File: config.mk
export PLATFORM = sky130hd
export DESIGN_NAME = ccsds123_frame_ctrl
export DESIGN_NICKNAME = d
export VERILOG_FILES = /design/src/rtl/ccsds123_frame_ctrl.sv
export SDC_FILE = /design/constraint.sdc
export NUM_CORES = 1
export LEC_CHECK = 0
export ABC_AREA = 1
export CORE_ASPECT_RATIO = 0.5
export CORE_UTILIZATION = 42
export DETAILED_ROUTE_END_ITERATION = 8
export PLACE_DENSITY = 0.81
export SETUP_SLACK_MARGIN = 0.5
export SYNTH_ARGS = -nofsm -noshare
export SYNTH_HDL_FRONTEND = slang
export SYNTH_SLANG_ARGS = --single-unit
File: constraint.sdc
create_clock -name clk -period 2.2 [get_ports clk]
set_clock_uncertainty 0.2 [all_clocks]
set_input_delay 0.44 -clock clk [delete_from_list [all_inputs] [get_ports clk]]
set_output_delay 0.44 -clock clk [all_outputs]
set_load 0.005 [all_outputs]
File: src/rtl/ccsds123_frame_ctrl.sv
// Frame controller ahead of a CCSDS-123 compressor: cuts the untagged sample stream into frames,
// marks tlast, and waits for the compressor to close each frame. Define CCSDS123_FRAME_CTRL_PERF_EN for perf counters.
module ccsds123_frame_ctrl #(
  parameter int PIPELINES = 3,
  parameter int D         = 16,
  parameter int NX        = 16,
  parameter int NY        = 16,
  parameter int NZ        = 8,
  parameter int CNT_W     = 32
) (
  input  logic                   clk,
  input  logic                   rst,
  input  logic                   start,
  input  logic                   abort,
  input  logic [PIPELINES*D-1:0] s_tdata,
  input  logic                   s_tvalid,
  output logic                   s_tready,
  output logic [PIPELINES*D-1:0] m_tdata,
  output logic                   m_tvalid,
  input  logic                   m_tready,
  output logic                   m_tlast,
  input  logic                   c_out_tvalid,
  input  logic                   c_out_tlast,
  output logic                   busy,
  output logic                   frame_done,
  output logic [CNT_W-1:0]       frame_count
`ifdef CCSDS123_FRAME_CTRL_PERF_EN
  ,
  output logic [CNT_W-1:0]       stall_cycles,
  output logic [CNT_W-1:0]       run_cycles
`endif
);

  localparam int N      = NX * NY * NZ;
  localparam int B      = (N + PIPELINES - 1) / PIPELINES;
  localparam int R      = N % PIPELINES;
  localparam int BEAT_W = (B > 1) ? $clog2(B) : 1;
  localparam logic [BEAT_W-1:0] LAST_BEAT = BEAT_W'(B - 1);

  typedef enum logic [1:0] {
    IDLE,
    RUN,
    DRAIN
  } state_e;

  state_e             state_q, state_d;
  logic [BEAT_W-1:0]  beat_q, beat_d;
  logic               frame_done_q, frame_done_d;
  logic [CNT_W-1:0]   frame_count_q, frame_count_d;
  logic               in_run;
  logic               last_beat;
  logic               accept;

  // Stream path is combinational; rst gates it so nothing leaks out before the first reset edge.
  always_comb begin
    in_run    = (state_q == RUN) && !rst;
    last_beat = in_run && (beat_q == LAST_BEAT);
    m_tvalid  = in_run && s_tvalid;
    s_tready  = in_run && m_tready;
    m_tlast   = last_beat;
    accept    = m_tvalid && m_tready;
    busy      = (state_q != IDLE) && !rst;
    m_tdata   = '0;
    if (in_run) begin
      m_tdata = s_tdata;
      // Lanes past the end of the image on the final beat carry padding, not samples.
      if (last_beat && (R != 0)) begin
        for (int i = R; i < PIPELINES; i++) begin
          m_tdata[i*D +: D] = '0;
        end
      end
    end
  end

  // NOTE: every signal gets its default before the case so no path can leave one unassigned (no latches).
  always_comb begin
    state_d       = state_q;
    beat_d        = beat_q;
    frame_done_d  = 1'b0;
    frame_count_d = frame_count_q;
    unique case (state_q)
      IDLE: begin
        if (start) begin
          state_d = RUN;
          beat_d  = '0;
        end
      end
      RUN: begin
        if (accept) begin
          beat_d = beat_q + BEAT_W'(1);
          if (last_beat) begin
            state_d = DRAIN;
            beat_d  = '0;
          end
        end
      end
      DRAIN: begin
        if (c_out_tvalid && c_out_tlast) begin
          state_d       = IDLE;
          frame_done_d  = 1'b1;
          frame_count_d = frame_count_q + CNT_W'(1);
        end
      end
      default: state_d = IDLE;
    endcase
    // Abort overrides everything, including a final-beat handshake that already happened downstream.
    if (abort) begin
      state_d       = IDLE;
      beat_d        = '0;
      frame_done_d  = 1'b0;
      frame_count_d = frame_count_q;
    end
  end

  // NOTE: reset is synchronous here, so it lives inside the clocked branch rather than the sensitivity list.
  always_ff @(posedge clk) begin
    if (rst) begin
      state_q       <= IDLE;
      beat_q        <= '0;
      frame_done_q  <= 1'b0;
      frame_count_q <= '0;
    end else begin
      // NOTE: non-blocking assignments so every flop samples the pre-edge values.
      state_q       <= state_d;
      beat_q        <= beat_d;
      frame_done_q  <= frame_done_d;
      frame_count_q <= frame_count_d;
    end
  end

  assign frame_done  = frame_done_q;
  assign frame_count = frame_count_q;

`ifdef CCSDS123_FRAME_CTRL_PERF_EN
  logic [CNT_W-1:0] run_cycles_q, run_cycles_d;
  logic [CNT_W-1:0] stall_cycles_q, stall_cycles_d;
  logic             clear_perf;

  always_comb begin
    clear_perf     = (state_q == IDLE) && start && !abort;
    run_cycles_d   = run_cycles_q;
    stall_cycles_d = stall_cycles_q;
    if (clear_perf) begin
      run_cycles_d   = '0;
      stall_cycles_d = '0;
    end else if (in_run) begin
      if (run_cycles_q != '1) begin
        run_cycles_d = run_cycles_q + CNT_W'(1);
      end
      if (s_tvalid && !m_tready && (stall_cycles_q != '1)) begin
        stall_cycles_d = stall_cycles_q + CNT_W'(1);
      end
    end
  end

  always_ff @(posedge clk) begin
    if (rst) begin
      run_cycles_q   <= '0;
      stall_cycles_q <= '0;
    end else begin
      run_cycles_q   <= run_cycles_d;
      stall_cycles_q <= stall_cycles_d;
    end
  end

  assign run_cycles   = run_cycles_q;
  assign stall_cycles = stall_cycles_q;
`endif

endmodule

==> results of run 1 <==
-- per-stage QoR --
step	hold WS (ps)	area, µm²	utilization (%)	instances
final	314	6030	88.0	838
after floorplan	255	3100	-	518
after global routing	323	6030	88.0	838
after detailed placement	277	4740	69.2	763
after CTS	286	5450	79.4	818
after global placement	266	4740	69.2	763
-- critical path: cells and delay by family (launching register included) --
family                 cells  cell delay, ps
buffers and inverters      8             750
DFF                        1             370
and+or+nand+nor            6             810
-- registers in the layout, indices dropped and copies added, names as in the netlist --
signal / count
beat_q: 10
frame_count: 32
frame_done: 1
state_q: 2
-- power by group through the flow --
stage               clock, mW  combinational (mW)  sequential (mW)
floorplan                   0              0.0943            0.836
global placement            0               0.268            0.836
detailed placement          0               0.272            0.836
CTS                      1.00               0.284            0.804
global route             1.05               0.392            0.801
finish                   1.02               0.373            0.801
-- cells by family (layout without fill, tap and decap cells) --
group	Yosys count	in the layout	share of synthesized area, %
DFF	45	45	29.5
and+or+nand+nor	312	316	46.7
adders and majority gates	3	3	1.23
xor gates and xnor gates	3	3	0.862
AOI/OAI and AO/OA	40	40	7.22
buffers and inverters	115	339	14.4
-- placed cells by master, fill, tap and decap left out, types with 4 or more instances in the layout --
cell type,synthesis,routed
nand3_1,31,18
o21bai_1,4,4
nand4_1,17,17
nand2_1,109,101
dlygate4sd2_1,0,35
buf_2,6,47
dfxtp_4,0,13
inv_2,3,6
o21ai_0,17,15
clkdlybuf4s50_1,0,49
nor2_2,3,23
nand2_2,1,5
clkbuf_16,0,8
nand2_4,2,7
inv_1,102,98
buf_4,0,55
nor3_1,8,6
a21oi_1,17,12
dfxtp_1,45,9
a21oi_2,0,5
dfxtp_2,0,23
nor2_4,6,52
nand3_2,1,11
buf_6,0,26
nor2_1,120,57
-- routing by layer --
metal	global-route usage [%]	vias up	wire, µm
li1	-	2052	-
met1	28.8	2077	4910
met2	54.6	273	7120
met3	6.25	84	1150
met4	8.08	0	634
met5	0	-	0
-- repair_timing --
item | CTS | global route
buffers inserted | 43 | 15
cloned | 4 | 5
pin swaps | 24 | 49
resized for setup | 305 | 170
setup endpoints to repair | 127 | 85
-- layout make-up --
| type | instances | area [µm²] |
|---|---|---|
| inverters | 106 | 413 |
| clock inverters | 3 | 68.8 |
| repair buffers | 225 | 1980 |
| well taps | 92 | 115 |
| multi-input cells | 362 | 2360 |
| fillers | 326 | 825 |
| flip-flops and latches | 45 | 978 |
| clock buffers | 5 | 125 |
-- path summary, 6_finish.rpt --
kind,to,slack (ps),cells past startpoint
worst max-delay path,state_q[0],-60,14
worst max register to register,state_q[0],-60,14
worst min register to register,beat_q[9],310,2
worst min-delay path,beat_q[9],310,2
==> results.py, run 1 <==
metrics = {
    "sta": {
        "rsz0062_at_grt": "true",
        "setup_viol": 9,
        "finalHoldViolations": 0,
        "worst_slew_pin_slew_ps": 415,
        "fin_crit_ps": 2260,
        "slew_viol_final": 0,
        "timing.final.crit_share_pct": 103,
        "fin_ws_ps": -59.0,
        "tns_ps": -281,
        "maxSlewHeadroom_pct": 72.3,
        "max_freq_ghz": 0.443,
    },
    "drt": {
        "vias": 4486,
        "drtIter0Drc": 305,
        "routed_wl_mm": 13.8,
        "vias_per_cell": 5.35,
        "avgRoutedWirePerCell_um": 16.5,
        "firstDrtPassIters": 5,
        "antenna_left": 0,
        "drc_errors": 0,
    },
    "floorplan": {
        "fp-row-count": 21,
        "die_area_mm2": 0.00763,
        "die_x_um": 123,
        "initial_utilization_pct": 44.5,
        "coreArea_mm2": 0.00686,
        "fp.dieH_um": 62.3,
        "ios": 141,
    },
    "power": {
        "power_switching_uw": 543,
        "total_power_mw": 2.19,
        "clkPwrFrac_pct": 46.4,
        "power.density_mw_per_mm2": 363,
        "leakagePower_nw": 2.86,
        "swShare_pct": 24.8,
        "combinationalPowerShare_pct": 17.0,
        "p_int_mw": 1.65,
        "seqPwrFrac_pct": 36.6,
        "ir_drop_mv": 0.382,
    },
    "critical_path": {
        "crit_chain": "inv_1 > nor2_2 > nand3_4 > nor2_4 > buf_6 > buf_6 > buf_6 > buf_6 > buf_6 > nor2_4 > buf_6 > buf_6 > nor3_2 > nor2_1",
        "crit_slowest_cell": "dfxtp_1",
        "critPathMaxStageDelay_ps": 370,
        "arrival_ps": 2250,
        "r2r_start": "beat_q[9]",
        "crit_path_start_kind": "flip-flop",
        "worstPathMaxFanout": 5,
        "crit_type": "flip-flop to flip-flop",
        "critical_path.endpoint_type": "flip-flop",
        "required_ps": 2190,
        "cp-startpoint": "beat_q[9]",
        "cp_common_cell": "buf_6",
    },
    "logic_synthesis": {
        "synth.most_common_cell": "nor2_1",
        "yosys-top-cells-count": "120 x nor2_1, 109 x nand2_1, 102 x inv_1",
        "synth.top_cell.area_share_pct": 29.5,
        "synth-seq-cells": 45,
        "synth_top_area_cell": "dfxtp_1",
        "syn_area_per_cell_um2": 5.89,
        "synth_fp_nets": 577,
        "seq_area_frac_synth_pct": 29.5,
        "yosys_most_used_dff": "dfxtp_1",
        "synth_edf_count": 0,
        "netlist_instances": 518,
        "synth_area_mm2": 0.00305,
        "synth-warning-count": 0,
        "netlist-cell-type-count": 33,
        "synth_area_leaders": "dfxtp_1 30%, nor2_1 15%, nand2_1 13%, inv_1 13%, nand3_1 5.1%",
        "synthArstFlopShare_pct": 0,
    },
    "place": {
        "gp_congestion": 0.838,
        "numPortBuffers": 140,
        "dp_slack_ps": -505,
        "dp_hpwl_mm": 7.03,
    },
    "status": {
        "violations": "negative setup slack",
        "status": "finished, violations left",
    },
    "finish": {
        "fin_nets": 804,
        "antenna_cells": 0,
        "layout-drive-gt1-share_pct": 41.3,
        "syn2layout_area_growth_pct": 97.9,
    },
    "min_path": {
        "hold_class": "flip-flop to flip-flop",
        "hp-start": "beat_q[9]",
    },
    "grt": {
        "grt_pass1_vias": 3705,
        "track_usage_pct": 27.7,
        "grt_max_degree": 24,
        "antenna_found_initial": 0,
        "grt_first_pass_wirelength_mm": 16.9,
        "overflow": 0,
    },
    "cts": {
        "clock_sinks": 45,
        "root_buffer": "clkbuf_16",
        "clock_latency_ps": 300,
        "holdBufCountCts": 0,
        "cts_tree": "built",
        "cts.clk_slew.worst_paths_ps": 70,
        "clk_path_buf_depth": 2,
        "cts_buffers": 5,
        "htree_levels": 2,
    },
    "run": {
        "cap_violations": 0,
    },
}
No activity file was read; power rests on OpenSTA's default activity.
==> run 2, diff against run 1 <==
--- a/config.mk
+++ b/config.mk
@@ -11,6 +11,7 @@
 export DETAILED_ROUTE_END_ITERATION = 8
 export PLACE_DENSITY = 0.81
 export SETUP_SLACK_MARGIN = 0.5
+export SKIP_LAST_GASP = 1
 export SYNTH_ARGS = -nofsm -noshare
 export SYNTH_HDL_FRONTEND = slang
 export SYNTH_SLANG_ARGS = --single-unit
==> results.py, run 2 (synthesis gave the netlist of run 1 again) <==
metrics = {
    "sta": {
        "setup_viol": 9,
        "worst_slew_pin_slew_ps": 349,
        "timing.final.crit_share_pct": 104,
        "maxSlewHeadroom_pct": 76.7,
        "fin_crit_ps": 2280,
        "slew_viol_final": 0,
        "rsz0062_at_grt": "true",
        "finalHoldViolations": 0,
        "tns_ps": -269,
        "fin_ws_ps": -77.3,
        "hold_ws_ps": 306,
        "max_freq_ghz": 0.439,
    },
    "finish": {
        "layout_common_cells": "102 x nand2_1, 98 x inv_1, 58 x nor2_1, 55 x buf_4, 49 x clkdlybuf4s50_1",
        "fill_cells": 372,
        "layout-drive-gt1-share_pct": 40.9,
        "syn2layout_area_growth_pct": 94.0,
        "antenna_cells": 0,
        "ff_latch_area_um2": 978,
        "multi_input_area_mm2": 0.00225,
        "fin_util_pct": 86.2,
        "design_area_mm2": 0.00591,
        "layout.cells.non_filler": 838,
        "fin_nets": 804,
        "largest_register_ffs": 32,
        "final_common_cell": "nand2_1",
    },
    "drt": {
        "routed_wl_mm": 13.6,
        "drc_errors": 0,
        "vias_per_cell": 5.26,
        "avgRoutedWirePerCell_um": 16.2,
        "vias": 4404,
        "drtIter0Drc": 404,
        "antenna_left": 0,
        "firstDrtPassIters": 5,
    },
    "critical_path": {
        "reg2reg_depth": 16,
        "crit_path_start_kind": "flip-flop",
        "critical_path.endpoint_type": "output pin",
        "r2r_slack_ps": -30,
        "cp-startpoint": "state_q[1]",
        "worstPathMaxFanout": 5,
        "crit_end": "m_tdata[43]",
        "r2r-end": "state_q[0]",
        "arrival_ps": 1640,
        "r2r_start": "state_q[1]",
        "crit_type": "flip-flop to output pin",
        "required_ps": 1560,
    },
    "power": {
        "p_int_mw": 1.64,
        "combinationalPowerShare_pct": 16.2,
        "total_power_mw": 2.19,
        "power.density_mw_per_mm2": 370,
        "ir_drop_mv": 0.372,
        "seqPwrFrac_pct": 36.6,
        "leakagePower_nw": 2.84,
        "clkPwrFrac_pct": 47.2,
        "power_switching_uw": 542,
        "swShare_pct": 24.8,
    },
    "grt": {
        "top_usage_layer": "met2",
        "grt_pass1_vias": 3705,
        "grtUsageMet3_pct": 6.25,
        "grt_use_met2_pct": 54.6,
        "grt_first_pass_wirelength_mm": 16.9,
        "grt_max_degree": 24,
        "grtUsageMet1_pct": 28.8,
        "track_usage_pct": 27.7,
        "antenna_found_initial": 0,
        "overflow": 0,
    },
    "floorplan": {
        "fp.dieH_um": 62.3,
        "die_x_um": 123,
        "die_area_mm2": 0.00763,
        "initial_utilization_pct": 44.5,
        "coreArea_mm2": 0.00686,
        "fp-row-count": 21,
        "ios": 141,
    },
    "place": {
        "numPortBuffers": 140,
        "dp_hpwl_mm": 7.03,
        "placed_cell_area_mm2": 0.00474,
        "placedCellCount": 763,
        "dp_slack_ps": -505,
        "gp_congestion": 0.838,
    },
    "min_path": {
        "hold_class": "flip-flop to flip-flop",
    },
    "cts": {
        "clock_sinks": 45,
        "root_buffer": "clkbuf_16",
        "clock_latency_ps": 300,
        "cts_buffers": 5,
        "cts_tree": "built",
        "cts.clk_slew.worst_paths_ps": 80,
        "htree_levels": 2,
        "clk_path_buf_depth": 2,
    },
    "run": {
        "cap_violations": 0,
    },
    "status": {
        "status": "finished, violations left",
        "violations": "negative setup slack",
    },
}
==> run 2: area by class of cell <==
cell class                      count  share of cell area, %
Clock inverter                      3                   1.16
Inverter                          106                   6.90
Multi-Input combinational cell    362                   38.0
Clock buffer                        5                   2.12
Tap cell                           92                   1.95
Sequential cell                    45                   16.5
Timing Repair Buffer              225                   33.3
==> run 2: routing by layer <==
| metal | wire length [µm] | vias to the layer above |
|---|---|---|
| met5 | 0 | - |
| met4 | 561 | 0 |
| met3 | 1020 | 56 |
| met2 | 6990 | 237 |
| met1 | 4980 | 2062 |
| li1 | - | 2049 |
==> run 2: how the worst min path moves through the flow <==
stage | slack, ps | end | startpoint | cells past startpoint
floorplan | 250 | beat_q[9] | beat_q[9] | 2
global placement | 270 | beat_q[9] | beat_q[9] | 2
detailed placement | 280 | beat_q[9] | beat_q[9] | 2
CTS | 290 | beat_q[9] | beat_q[9] | 2
global route | 310 | beat_q[9] | beat_q[9] | 2
finish | 310 | beat_q[9] | beat_q[9] | 2
==> run 2: power groups by stage <==
stage / Sequential, mW / Clock [mW] / Combinational [mW]
4_1_cts: 0.804 / 1.00 / 0.284
6_report: 0.801 / 1.03 / 0.354
5_1_grt: 0.801 / 1.06 / 0.374
3_5_place_dp: 0.836 / 0 / 0.272
3_3_place_gp: 0.836 / 0 / 0.268
2_1_floorplan: 0.836 / 0 / 0.0943
==> run 2: critical path: stages (launching register included) <==
cell and delay, ps:
dfxtp_2 340, inv_2 80, nand2_4 60, nor2_4 130, buf_4 140, nand2_4 110
nor2_4 190, buf_6 130, nor2_4 40, buf_6 120
==> run 2: timing repair <==
action	in CTS	in global routing
resized for setup	305	146
hold buffers	0	0
endpoints found under the setup margin	127	85
setup buffers	43	15
gates cloned	4	5
pin swaps	24	47
==> run 3, diff against run 2 <==
--- a/config.mk
+++ b/config.mk
@@ -10,7 +10,7 @@
 export CORE_UTILIZATION = 42
 export DETAILED_ROUTE_END_ITERATION = 8
 export PLACE_DENSITY = 0.81
-export SETUP_SLACK_MARGIN = 0.5
+export SETUP_SLACK_MARGIN = 0.4
 export SKIP_LAST_GASP = 1
 export SYNTH_ARGS = -nofsm -noshare
 export SYNTH_HDL_FRONTEND = slang
==> results.py, run 3 (synthesis gave the netlist of run 1 again) <==
metrics = {
    "status": {
        "status": "finished, violations left",
        "violations": "negative setup slack",
    },
    "cts": {
        "root_buffer": "clkbuf_16",
        "htree_levels": 2,
        "clock_sinks": 45,
        "cts_tree": "built",
        "cts_buffers": 5,
        "clk_path_buf_depth": 2,
        "clock_latency_ps": 290,
        "cts.clk_slew.worst_paths_ps": 70,
        "holdBufCountCts": 0,
    },
    "floorplan": {
        "coreArea_mm2": 0.00686,
        "initial_utilization_pct": 44.5,
        "fp.dieH_um": 62.3,
        "die_x_um": 123,
        "ios": 141,
        "die_area_mm2": 0.00763,
        "fp-row-count": 21,
    },
    "critical_path": {
        "cp_common_cell": "buf_6",
        "cp_num_buf_inv": 11,
        "r2r_start": "beat_q[0]",
        "arrival_ps": 2430,
        "reg2reg_depth": 17,
        "critical-path-top-delay-family": "buffers and inverters",
        "critPathMaxStageDelay_ps": 340,
        "crit_chain": "inv_2 > buf_6 > buf_6 > buf_6 > buf_6 > buf_6 > buf_6 > buf_6 > buf_6 > buf_6 > buf_6 > nor2_4 > nand2_2 > o21ai_0 > nand2_1 > nand3_2 > a21oi_2",
        "critical_path.endpoint_type": "flip-flop",
        "crit_slowest_cell": "dfxtp_2",
        "crit_path_start_kind": "flip-flop",
        "required_ps": 2170,
        "r2r-end": "beat_q[9]",
        "crit_type": "flip-flop to flip-flop",
        "worstPathMaxFanout": 3,
        "cp-startpoint": "beat_q[0]",
        "r2r_slack_ps": -260,
    },
    "sta": {
        "rsz0062_at_grt": "true",
        "maxSlewHeadroom_pct": 69.1,
        "worst_slew_pin_slew_ps": 462,
        "slew_viol_final": 0,
        "finalHoldViolations": 0,
        "fin_ws_ps": -259,
        "timing.final.crit_share_pct": 112,
        "fin_crit_ps": 2460,
        "max_freq_ghz": 0.407,
        "setup_viol": 25,
    },
    "drt": {
        "vias_per_cell": 5.47,
        "antenna_left": 0,
        "routed_wl_mm": 15.1,
        "drtIter0Drc": 394,
        "vias": 4525,
        "avgRoutedWirePerCell_um": 18.3,
        "firstDrtPassIters": 8,
        "drc_errors": 0,
    },
    "min_path": {
        "hold_depth": 2,
        "hold_class": "flip-flop to flip-flop",
        "hp-start": "frame_count[8]",
        "hold_path_end": "frame_count[8]",
    },
    "finish": {
        "syn2layout_area_growth_pct": 92.0,
        "layout.cells.non_filler": 827,
        "layout_common_cells": "104 x nand2_1, 98 x inv_1, 65 x nor2_1, 63 x clkdlybuf4s50_1, 46 x buf_2",
        "design_area_mm2": 0.00585,
        "final_common_cell": "nand2_1",
        "largest_register_ffs": 32,
        "antenna_cells": 0,
        "fill_cells": 364,
        "fin_nets": 793,
        "layout-drive-gt1-share_pct": 37.3,
    },
    "grt": {
        "antenna_found_initial": 0,
        "grt_first_pass_wirelength_mm": 19.3,
        "overflow": 0,
        "grt_pass1_vias": 4046,
        "grt_max_degree": 24,
        "track_usage_pct": 32.3,
    },
    "place": {
        "gp_congestion": 0.861,
        "placed_cell_area_mm2": 0.00472,
        "numPortBuffers": 140,
        "dp_hpwl_mm": 7.11,
        "placedCellCount": 767,
    },
    "power": {
        "leakagePower_nw": 2.81,
        "power.density_mw_per_mm2": 358,
        "ir_drop_mv": 0.308,
    },
    "run": {
        "cap_violations": 0,
    },
}
## run 3: timing repair
item	4_1_cts	5_1_grt
pin swaps	34	27
cloned	4	3
gates resized for setup	338	111
setup buffers	38	7
endpoints found under the setup margin	116	91
## run 3: worst max path at each step
stage / cells after the start / slack, ps / end
floorplan: 6 / 410 / m_tdata[12]
finish: 17 / -260 / beat_q[9]
detailed placement: 6 / -540 / m_tdata[28]
global route: 17 / -300 / beat_q[9]
CTS: 10 / -70 / m_tdata[33]
global placement: 6 / -440 / m_tdata[40]
## run 3: report_power, final
group | switching (mW) | internal [mW] | total (mW)
logic | 0.185 | 0.192 | 0.377
clock network | 0.348 | 0.568 | 0.916
registers | 0.00198 | 0.802 | 0.804
total | 0.535 | 1.56 | 2.10
## run 3: area by class of cell
type | count | area [µm²] | area share (%)
clock inverters | 2 | 37.5 | 0.641
inverters | 106 | 400 | 6.84
well taps | 92 | 115 | 1.97
multi-input cells | 358 | 2140 | 36.5
flip-flops and latches | 45 | 972 | 16.6
repair buffers | 218 | 2050 | 35.0
clock buffers | 6 | 139 | 2.37
## run 3: routing by layer
metal  up-vias  track usage [%]  share of wire, %
li1       2021                -                 -
met1      2096             35.8                36
met2       302             57.9                49
met3       106             6.34               8.5
met4         0             17.4               7.0
met5         -                0                 0
## run 3: stage by stage
| stage | util, % | power (mW) | worst slack, ps | hold slack [ps] | TNS, ps |
|---|---|---|---|---|---|
| 2_1_floorplan | - | 0.925 | 406 | 255 | 0 |
| 3_3_place_gp | 68.8 | 1.10 | -438 | 285 | -23030 |
| 3_5_place_dp | 68.8 | 1.10 | -542 | 281 | -25010 |
| 4_1_cts | 78.0 | 2.00 | -67.0 | 288 | -555 |
| 5_1_grt | 85.3 | 2.14 | -295 | 325 | -3490 |
| 6_report | 85.3 | 2.10 | -259 | 315 | -2360 |
## run 3: worst reg2reg max path, cell delays in order, from the launching register on
cell and delay (ps):
dfxtp_2 340, inv_2 50, buf_6 110, buf_6 110, buf_6 100, buf_6 100
buf_6 100, buf_6 100, buf_6 110, buf_6 110, buf_6 100, buf_6 110
nor2_4 110, nand2_2 90, o21ai_0 230, nand2_1 110, nand3_2 90, a21oi_2 60
